`config.mk`:
```
export PLATFORM = sky130hd
export DESIGN_NAME = conv_window_gen
export DESIGN_NICKNAME = d
export VERILOG_FILES = /design/src/rtl/cnn_win_pkg.sv /design/src/rtl/win_line_buf.sv /design/src/rtl/conv_window_gen.sv
export SDC_FILE = /design/constraint.sdc
export NUM_CORES = 2
export LEC_CHECK = 0
export ABC_AREA = 0
export CAP_MARGIN = 40
export CELL_PAD_IN_SITES_DETAIL_PLACEMENT = 0
export CELL_PAD_IN_SITES_GLOBAL_PLACEMENT = 1
export CORE_MARGIN = 10
export CORE_UTILIZATION = 49
export CTS_CLUSTER_SIZE = 40
export DETAILED_ROUTE_END_ITERATION = 10
export GPL_TIMING_DRIVEN = 0
export PLACE_DENSITY_LB_ADDON = 0.25
export SKIP_LAST_GASP = 1
export SYNTH_ARGS = -nofsm -noshare
export SYNTH_HDL_FRONTEND = slang
export SYNTH_HIERARCHICAL = 1
export SYNTH_SLANG_ARGS = --single-unit
```
`constraint.sdc`:
```
create_clock -name clk -period 4.8 [get_ports clk]
set_input_delay 0.48 -clock clk [delete_from_list [all_inputs] [get_ports clk]]
set_output_delay 0.48 -clock clk [all_outputs]
set_load 0.01 [all_outputs]
```
`src/rtl/cnn_win_pkg.sv`:
```
// Shared geometry helpers for the convolution window generator.
// Padding, padded extents, counter widths and flat window indexing.
package cnn_win_pkg;

    // Ceiling log2; returns 0 for v <= 1.
    function automatic int clog2(input int v);
        int r;
        r = 0;
        while ((1 << r) < v) begin
            r = r + 1;
        end
        return r;
    endfunction

    // Zero-padding on each side for "same" output, none for "valid".
    function automatic int pad_of(input int k, input int pad_en);
        return (pad_en != 0) ? (k - 1) / 2 : 0;
    endfunction

    // Padded extent of one image dimension.
    function automatic int padded_dim(input int n, input int k, input int pad_en);
        return n + 2 * pad_of(k, pad_en);
    endfunction

    // Larger of two values, used to size the scan counters.
    function automatic int max2(input int a, input int b);
        return (a > b) ? a : b;
    endfunction

    // Flat element index of window element (row i, column j).
    function automatic int idx(input int i, input int j, input int k);
        return i * k + j;
    endfunction

endpackage

```
`src/rtl/win_line_buf.sv`:
```
// One padded-row line buffer: asynchronous read and synchronous write at
// the same address, so a column can be read and overwritten in one advance.
module win_line_buf
    import cnn_win_pkg::*;
#(
    parameter int DATA_W = 8,
    parameter int DEPTH  = 130,
    parameter int AW     = 8
) (
    input  logic              clk,
    input  logic              we_i,
    input  logic [AW-1:0]     addr_i,
    input  logic [DATA_W-1:0] wdata_i,
    output logic [DATA_W-1:0] rdata_o
);

    // Storage is intentionally not reset; rows are rewritten before use.
    logic [DATA_W-1:0] mem_q [DEPTH];

    // Read the old column value while the same advance writes the new one.
    assign rdata_o = mem_q[addr_i];

    // Write the cascaded column value on every scan advance.
    always_ff @(posedge clk) begin
        if (we_i) begin
            mem_q[addr_i] <= wdata_i;
        end
    end

endmodule

```
`src/rtl/conv_window_gen.sv`:
```
// K x K sliding-window generator with internal zero padding and stride.
// Scans the padded frame in raster order and emits one flat window per output.
module conv_window_gen
    import cnn_win_pkg::*;
#(
    parameter int DATA_W = 8,
    parameter int IMG_W  = 128,
    parameter int IMG_H  = 128,
    parameter int K      = 3,
    parameter int STRIDE = 1,
    parameter int PAD_EN = 1
) (
    input  logic                  clk,
    input  logic                  rst,
    input  logic                  clr,
    input  logic                  s_valid,
    output logic                  s_ready,
    input  logic [DATA_W-1:0]     s_data,
    output logic                  m_valid,
    input  logic                  m_ready,
    output logic [K*K*DATA_W-1:0] m_window,
    output logic                  m_first,
    output logic                  m_last,
    output logic                  frame_done
);

    localparam int PN  = pad_of(K, PAD_EN);
    localparam int WP  = padded_dim(IMG_W, K, PAD_EN);
    localparam int HP  = padded_dim(IMG_H, K, PAD_EN);
    localparam int CW  = clog2(max2(WP, HP) + 1);
    localparam int LBW = max2(clog2(WP), 1);
    localparam int LBN = max2(K - 1, 1);
    localparam int KM1 = K - 1;
    // Bottom-right corner of the final window of the frame.
    localparam int LR  = KM1 + ((HP - K) / STRIDE) * STRIDE;
    localparam int LC  = KM1 + ((WP - K) / STRIDE) * STRIDE;

    if (((K % 2) == 0) || (K < 1) || (K > 7)) begin : g_bad_k
        $error("conv_window_gen: K must be odd and within 1..7");
    end
    if ((STRIDE != 1) && (STRIDE != 2)) begin : g_bad_stride
        $error("conv_window_gen: STRIDE must be 1 or 2");
    end
    if ((IMG_W < K) || (IMG_H < K)) begin : g_bad_img
        $error("conv_window_gen: image must be at least K x K");
    end

    logic [CW-1:0]     pr_q, pr_d;
    logic [CW-1:0]     pc_q, pc_d;
    logic              m_valid_q, m_valid_d;
    logic              m_first_q, m_first_d;
    logic              m_last_q, m_last_d;
    logic              done_q, done_d;
    logic              first_pend_q, first_pend_d;
    logic [DATA_W-1:0] win_q [K][K];
    logic [DATA_W-1:0] win_d [K][K];

    logic [DATA_W-1:0] lb_rd [LBN];
    logic [DATA_W-1:0] lb_wd [LBN];
    logic [DATA_W-1:0] col   [K];

    logic [CW-1:0]     row_off, col_off;
    logic [CW-1:0]     row_k, col_k;
    logic              real_pos;
    logic              out_free;
    logic              adv;
    logic              emit;
    logic              row_ok, col_ok;
    logic              at_row_end, at_frame_end;
    logic              is_last_pos;
    logic [DATA_W-1:0] cur;

    // Classify the scan position and decide whether it advances this cycle.
    always_comb begin
        // Offsets wrap to large values above/left of the image, so a
        // single unsigned compare covers both sides of the real region.
        row_off      = pr_q - CW'(PN);
        col_off      = pc_q - CW'(PN);
        real_pos     = (row_off < CW'(IMG_H)) && (col_off < CW'(IMG_W));
        out_free     = !m_valid_q || m_ready;
        adv          = !clr && out_free && (!real_pos || s_valid);
        cur          = real_pos ? s_data : '0;
        // Borrow-free subtraction means the counter has reached K-1.
        row_k        = pr_q - CW'(KM1);
        col_k        = pc_q - CW'(KM1);
        row_ok       = (row_k <= pr_q) && ((STRIDE == 1) || !row_k[0]);
        col_ok       = (col_k <= pc_q) && ((STRIDE == 1) || !col_k[0]);
        emit         = adv && row_ok && col_ok;
        at_row_end   = (pc_q == CW'(WP - 1));
        at_frame_end = at_row_end && (pr_q == CW'(HP - 1));
        is_last_pos  = (pr_q == CW'(LR)) && (pc_q == CW'(LC));
    end

    assign s_ready = real_pos && out_free && !clr && !rst;

    // Assemble the incoming column (oldest row on top) and the cascade data.
    always_comb begin
        for (int i = 0; i < K; i++) begin
            col[i] = '0;
        end
        col[K-1] = cur;
        for (int i = 0; i < K - 1; i++) begin
            col[i] = lb_rd[K-2-i];
        end
        for (int n = 0; n < LBN; n++) begin
            lb_wd[n] = '0;
        end
        lb_wd[0] = cur;
        for (int n = 1; n < LBN; n++) begin
            lb_wd[n] = lb_rd[n-1];
        end
    end

    if (K > 1) begin : g_lines
        for (genvar n = 0; n < K - 1; n++) begin : g_lb
            win_line_buf #(
                .DATA_W (DATA_W),
                .DEPTH  (WP),
                .AW     (LBW)
            ) u_lb (
                .clk     (clk),
                .we_i    (adv),
                .addr_i  (pc_q[LBW-1:0]),
                .wdata_i (lb_wd[n]),
                .rdata_o (lb_rd[n])
            );
        end
    end else begin : g_no_lines
        assign lb_rd[0] = '0;
    end

    // Next-state logic for scan counters, window shift and output flags.
    always_comb begin
        pr_d         = pr_q;
        pc_d         = pc_q;
        m_valid_d    = m_valid_q;
        m_first_d    = m_first_q;
        m_last_d     = m_last_q;
        first_pend_d = first_pend_q;
        done_d       = 1'b0;
        win_d        = win_q;
        if (clr) begin
            pr_d         = '0;
            pc_d         = '0;
            m_valid_d    = 1'b0;
            m_first_d    = 1'b0;
            m_last_d     = 1'b0;
            first_pend_d = 1'b1;
        end else begin
            if (m_ready) begin
                m_valid_d = 1'b0;
            end
            if (adv) begin
                for (int i = 0; i < K; i++) begin
                    for (int j = 0; j < K - 1; j++) begin
                        win_d[i][j] = win_q[i][j+1];
                    end
                    win_d[i][K-1] = col[i];
                end
                if (at_row_end) begin
                    pc_d = '0;
                    pr_d = at_frame_end ? '0 : pr_q + CW'(1);
                end else begin
                    pc_d = pc_q + CW'(1);
                end
                if (emit) begin
                    m_valid_d    = 1'b1;
                    m_first_d    = first_pend_q;
                    m_last_d     = is_last_pos;
                    first_pend_d = 1'b0;
                end
                // The next frame starts right after the wrap.
                if (at_frame_end) begin
                    first_pend_d = 1'b1;
                    done_d       = 1'b1;
                end
            end
        end
    end

    // State registers; line buffer contents are deliberately left unreset.
    always_ff @(posedge clk or posedge rst) begin
        if (rst) begin
            pr_q         <= '0;
            pc_q         <= '0;
            m_valid_q    <= 1'b0;
            m_first_q    <= 1'b0;
            m_last_q     <= 1'b0;
            done_q       <= 1'b0;
            first_pend_q <= 1'b1;
            for (int i = 0; i < K; i++) begin
                for (int j = 0; j < K; j++) begin
                    win_q[i][j] <= '0;
                end
            end
        end else begin
            pr_q         <= pr_d;
            pc_q         <= pc_d;
            m_valid_q    <= m_valid_d;
            m_first_q    <= m_first_d;
            m_last_q     <= m_last_d;
            done_q       <= done_d;
            first_pend_q <= first_pend_d;
            win_q        <= win_d;
        end
    end

    // The window register only moves on an advance, so it is stable
    // while an emitted window waits for m_ready.
    always_comb begin
        m_window = '0;
        for (int i = 0; i < K; i++) begin
            for (int j = 0; j < K; j++) begin
                m_window[idx(i, j, K)*DATA_W +: DATA_W] = win_q[i][j];
            end
        end
    end

    assign m_valid    = m_valid_q;
    assign m_first    = m_first_q;
    assign m_last     = m_last_q;
    assign frame_done = done_q;

endmodule

```
==> results.cfg <==
[worst_setup_path]
start_kind = flip-flop
endpoint_kind = flip-flop
crit_type = flip-flop to flip-flop
arrival_ps = 5350
crit_required_ps = 5230
worstPathMaxFanout = 30

[clock_network]
clock_tree.root_cell = clkbuf_16
clkSinkCount = 2173
path_clk_slew_ps = 60
cts_tree = done
ctsHoldBuffers = 0
cts_inserted_buffers = 214
clk-insertion-delay-late_ps = 860
clk_path_buf_depth = 3
htree_levels = 4

[run]
drv_cap = 0

[synth]
netlist_instances = 4808
synth_cell_types = 73
synth_fa_ha_area_share_pct = 0.204
synth.cell_area_um2 = 86000
synth_edf_count = 2080
synthFlopType = edfxtp_1
synth_xor_area_share_pct = 0.0611
syn_avg_cell_area_um2 = 17.9
syn-num-nets = 4835
synth.top_cell.area_share_pct = 72.6
synth_top_area_cell = edfxtp_1
synth.ff_latch_count = 2173
yosysSeqAreaShare_pct = 75.3
synth_top_family_by_area = multiplexers
synthArstFlopShare_pct = 4.28
synth_compound_area_share_pct = 3.82
yosysWarningCount = 6
synth_mux_area_share_pct = 13.5
synth-simple-area-share_pct = 5.20
synthTopCellsByArea = edfxtp_1 (73%), mux2i_1 (7.0%), mux4_2 (5.9%), a22oi_1 (2.7%), dfrtp_1 (2.7%)

[grt]
grt_first_pass_wirelength_um = 338000
antenna_found_initial = 3
grt_pass1_vias = 46400
grt.total_usage_pct = 24.2
grt_max_degree = 89
grt_overflow = 0

[detailed_routing]
drtPass1Iterations = 6
wl_um = 239000
vias = 47500
ant_nets = 0
drc = 0
post_drt_wl_per_cell_um = 30.9
viasPerCell = 6.13
drt_iter0_drc = 5518

[timing]
fin_skew_ps = 68.6
setup_tns_ps = -12910
tightestPinTransition_ps = 1180
rsz0062_at_grt = true
period_needed_ps = 4920
period_share_pct = 102
finalHoldViolCount = 0
setup_slack_ps = -116
setup_viol = 305
slew_viol_final = 0
clock.fmax_mhz = 203
max-slew-margin-rel_pct = 20.6

[placement]
io_buffers = 89
place.gp.congestion = 0.920
dp_hpwl_um = 162000

[layout]
final_common_cell = edfxtp_1
final_cell_mix = edfxtp_1 (2080), mux2i_1 (604), nand2_1 (319)
area_delta_synth_final_pct = 15.2
layout.nets = 5270
diodes = 0
drive_gt1_share_pct = 19.9

[floorplan]
initial_utilization_pct = 49.4
io-pin-count = 90
chipWidth_um = 439
rows = 153
die_height_um = 439
dieArea_um2 = 193000
core_area_um2 = 174000

[pwr]
vdd_drop_max_v = 0.000393
power_mw = 45.6
p_leak_nw = 32.4
cellPowerDensity_nw_per_um2 = 461

[outcome]
violations = setup timing
outcome = finished with violations

[worst_hold_path]
hold_path_class = input pin to asynchronous set/reset pin
path summary, 6_finish.rpt:
kind | cells past startpoint | start | endpoint | slack [ps]
worst max-delay path | 11 | pc_q[2] | g_lines.g_lb[0].u_lb/mem_q[112][5] | -120
worst min-delay path | 2 | rst | m_window[45] | 110
worst max register to register | 11 | pc_q[2] | g_lines.g_lb[0].u_lb/mem_q[112][5] | -120
worst min register to register | 2 | m_window[55] | m_window[55] | 480
max in group asynchronous | 3 | rst | first_pend_q | 3930
min in group clk | 3 | m_ready | m_valid | 340
sequential cells by signal (all words and copies together) (netlist names):
| name | flops |
|---|---|
| m_first | 1 |
| g_lines.g_lb.u_lb/mem_q | 2080 |
| pc_q | 8 |
| m_valid | 1 |
| m_last | 1 |
| first_pend_q | 1 |
| m_window | 72 |
| frame_done | 1 |
| pr_q | 8 |
area by class of cell:
type | instances | area, um^2
fillers | 13400 | 75100
flip-flops and latches | 2173 | 64800
multi-input cells | 2342 | 20500
clock buffers | 255 | 5510
well taps | 2325 | 2910
repair buffers | 217 | 2470
plain buffers | 280 | 1620
clock inverters | 142 | 1230
inverters | 15 | 61.3
synthesized netlist by cell type, types with 3 or more instances:
cell type	instances
edfxtp_1	2080
mux2i_1	604
nand2_1	320
a22oi_1	310
nor2_1	297
mux4_2	226
nand3_1	206
clkbuf_1	126
dfrtp_1	92
buf_4	70
a21oi_1	68
o21ai_0	43
buf_2	42
mux2_2	42
nand4_1	42
buf_6	21
buf_1	20
nand2b_1	15
ha_1	14
and2_1	13
a211oi_1	12
inv_1	12
and3_1	11
nor2b_1	11
a32oi_1	9
nor4_1	6
or2_2	5
a21o_2	4
nor4bb_1	4
o211ai_1	4
or3_1	4
or4b_2	4
xnor2_1	4
and2b_1	3
nand4b_1	3
o2111ai_1	3
or3_2	3
layer usage:
| layer | up-vias | global-route usage (%) | share of wire [%] |
|---|---|---|---|
| li1 | 20100 | - | - |
| met1 | 24700 | 32.0 | 39 |
| met2 | 2214 | 39.4 | 49 |
| met3 | 496 | 4.32 | 8.1 |
| met4 | 6 | 10.2 | 4.6 |
| met5 | - | 0 | 0.015 |
metrics by stage:
step	cells	hold slack, ps	worst slack, ps	cell area (um^2)	util (%)
CTS	7737	102	-250	98600	56.6
detailed placement	7336	465	-669	91400	52.5
global route	7749	147	-246	99100	56.9
global placement	7222	462	-5160	89900	51.6
finish	7749	114	-116	99100	56.9
floorplan	4808	452	-9.50	86100	-
logic make-up after synthesis:
family          Yosys count
compound gates          468
xor+xnor                  6
fa+ha+maj                14
buf+inv                 297
flops                  2173
mux                     872
simple gates            978
power by group:
part | total [mW] | switching [mW] | internal, mW
clock network | 16.1 | 7.13 | 8.93
registers | 22.5 | 0.193 | 22.3
logic | 7.10 | 4.77 | 2.33
critical path, cell delays in order (launching register included):
cell and delay [ps]:
dfrtp_2 630, inv_1 220, ha_1 260, nor4b_4 390, a31oi_2 180, a41oi_4 320
buf_6 190, nand2_2 80, inv_4 420, clkbuf_1 420, nand3_1 680, nor2_2 670
timing repair:
action / 4_1_cts / 5_1_grt
gates cloned: 1 / 3
buffers inserted: 4 / 9
gates resized for setup: 135 / 111
setup endpoints to repair: 2197 / 1621
pin swaps: 3 / 6
No activity file was read; power rests on OpenSTA's default activity.
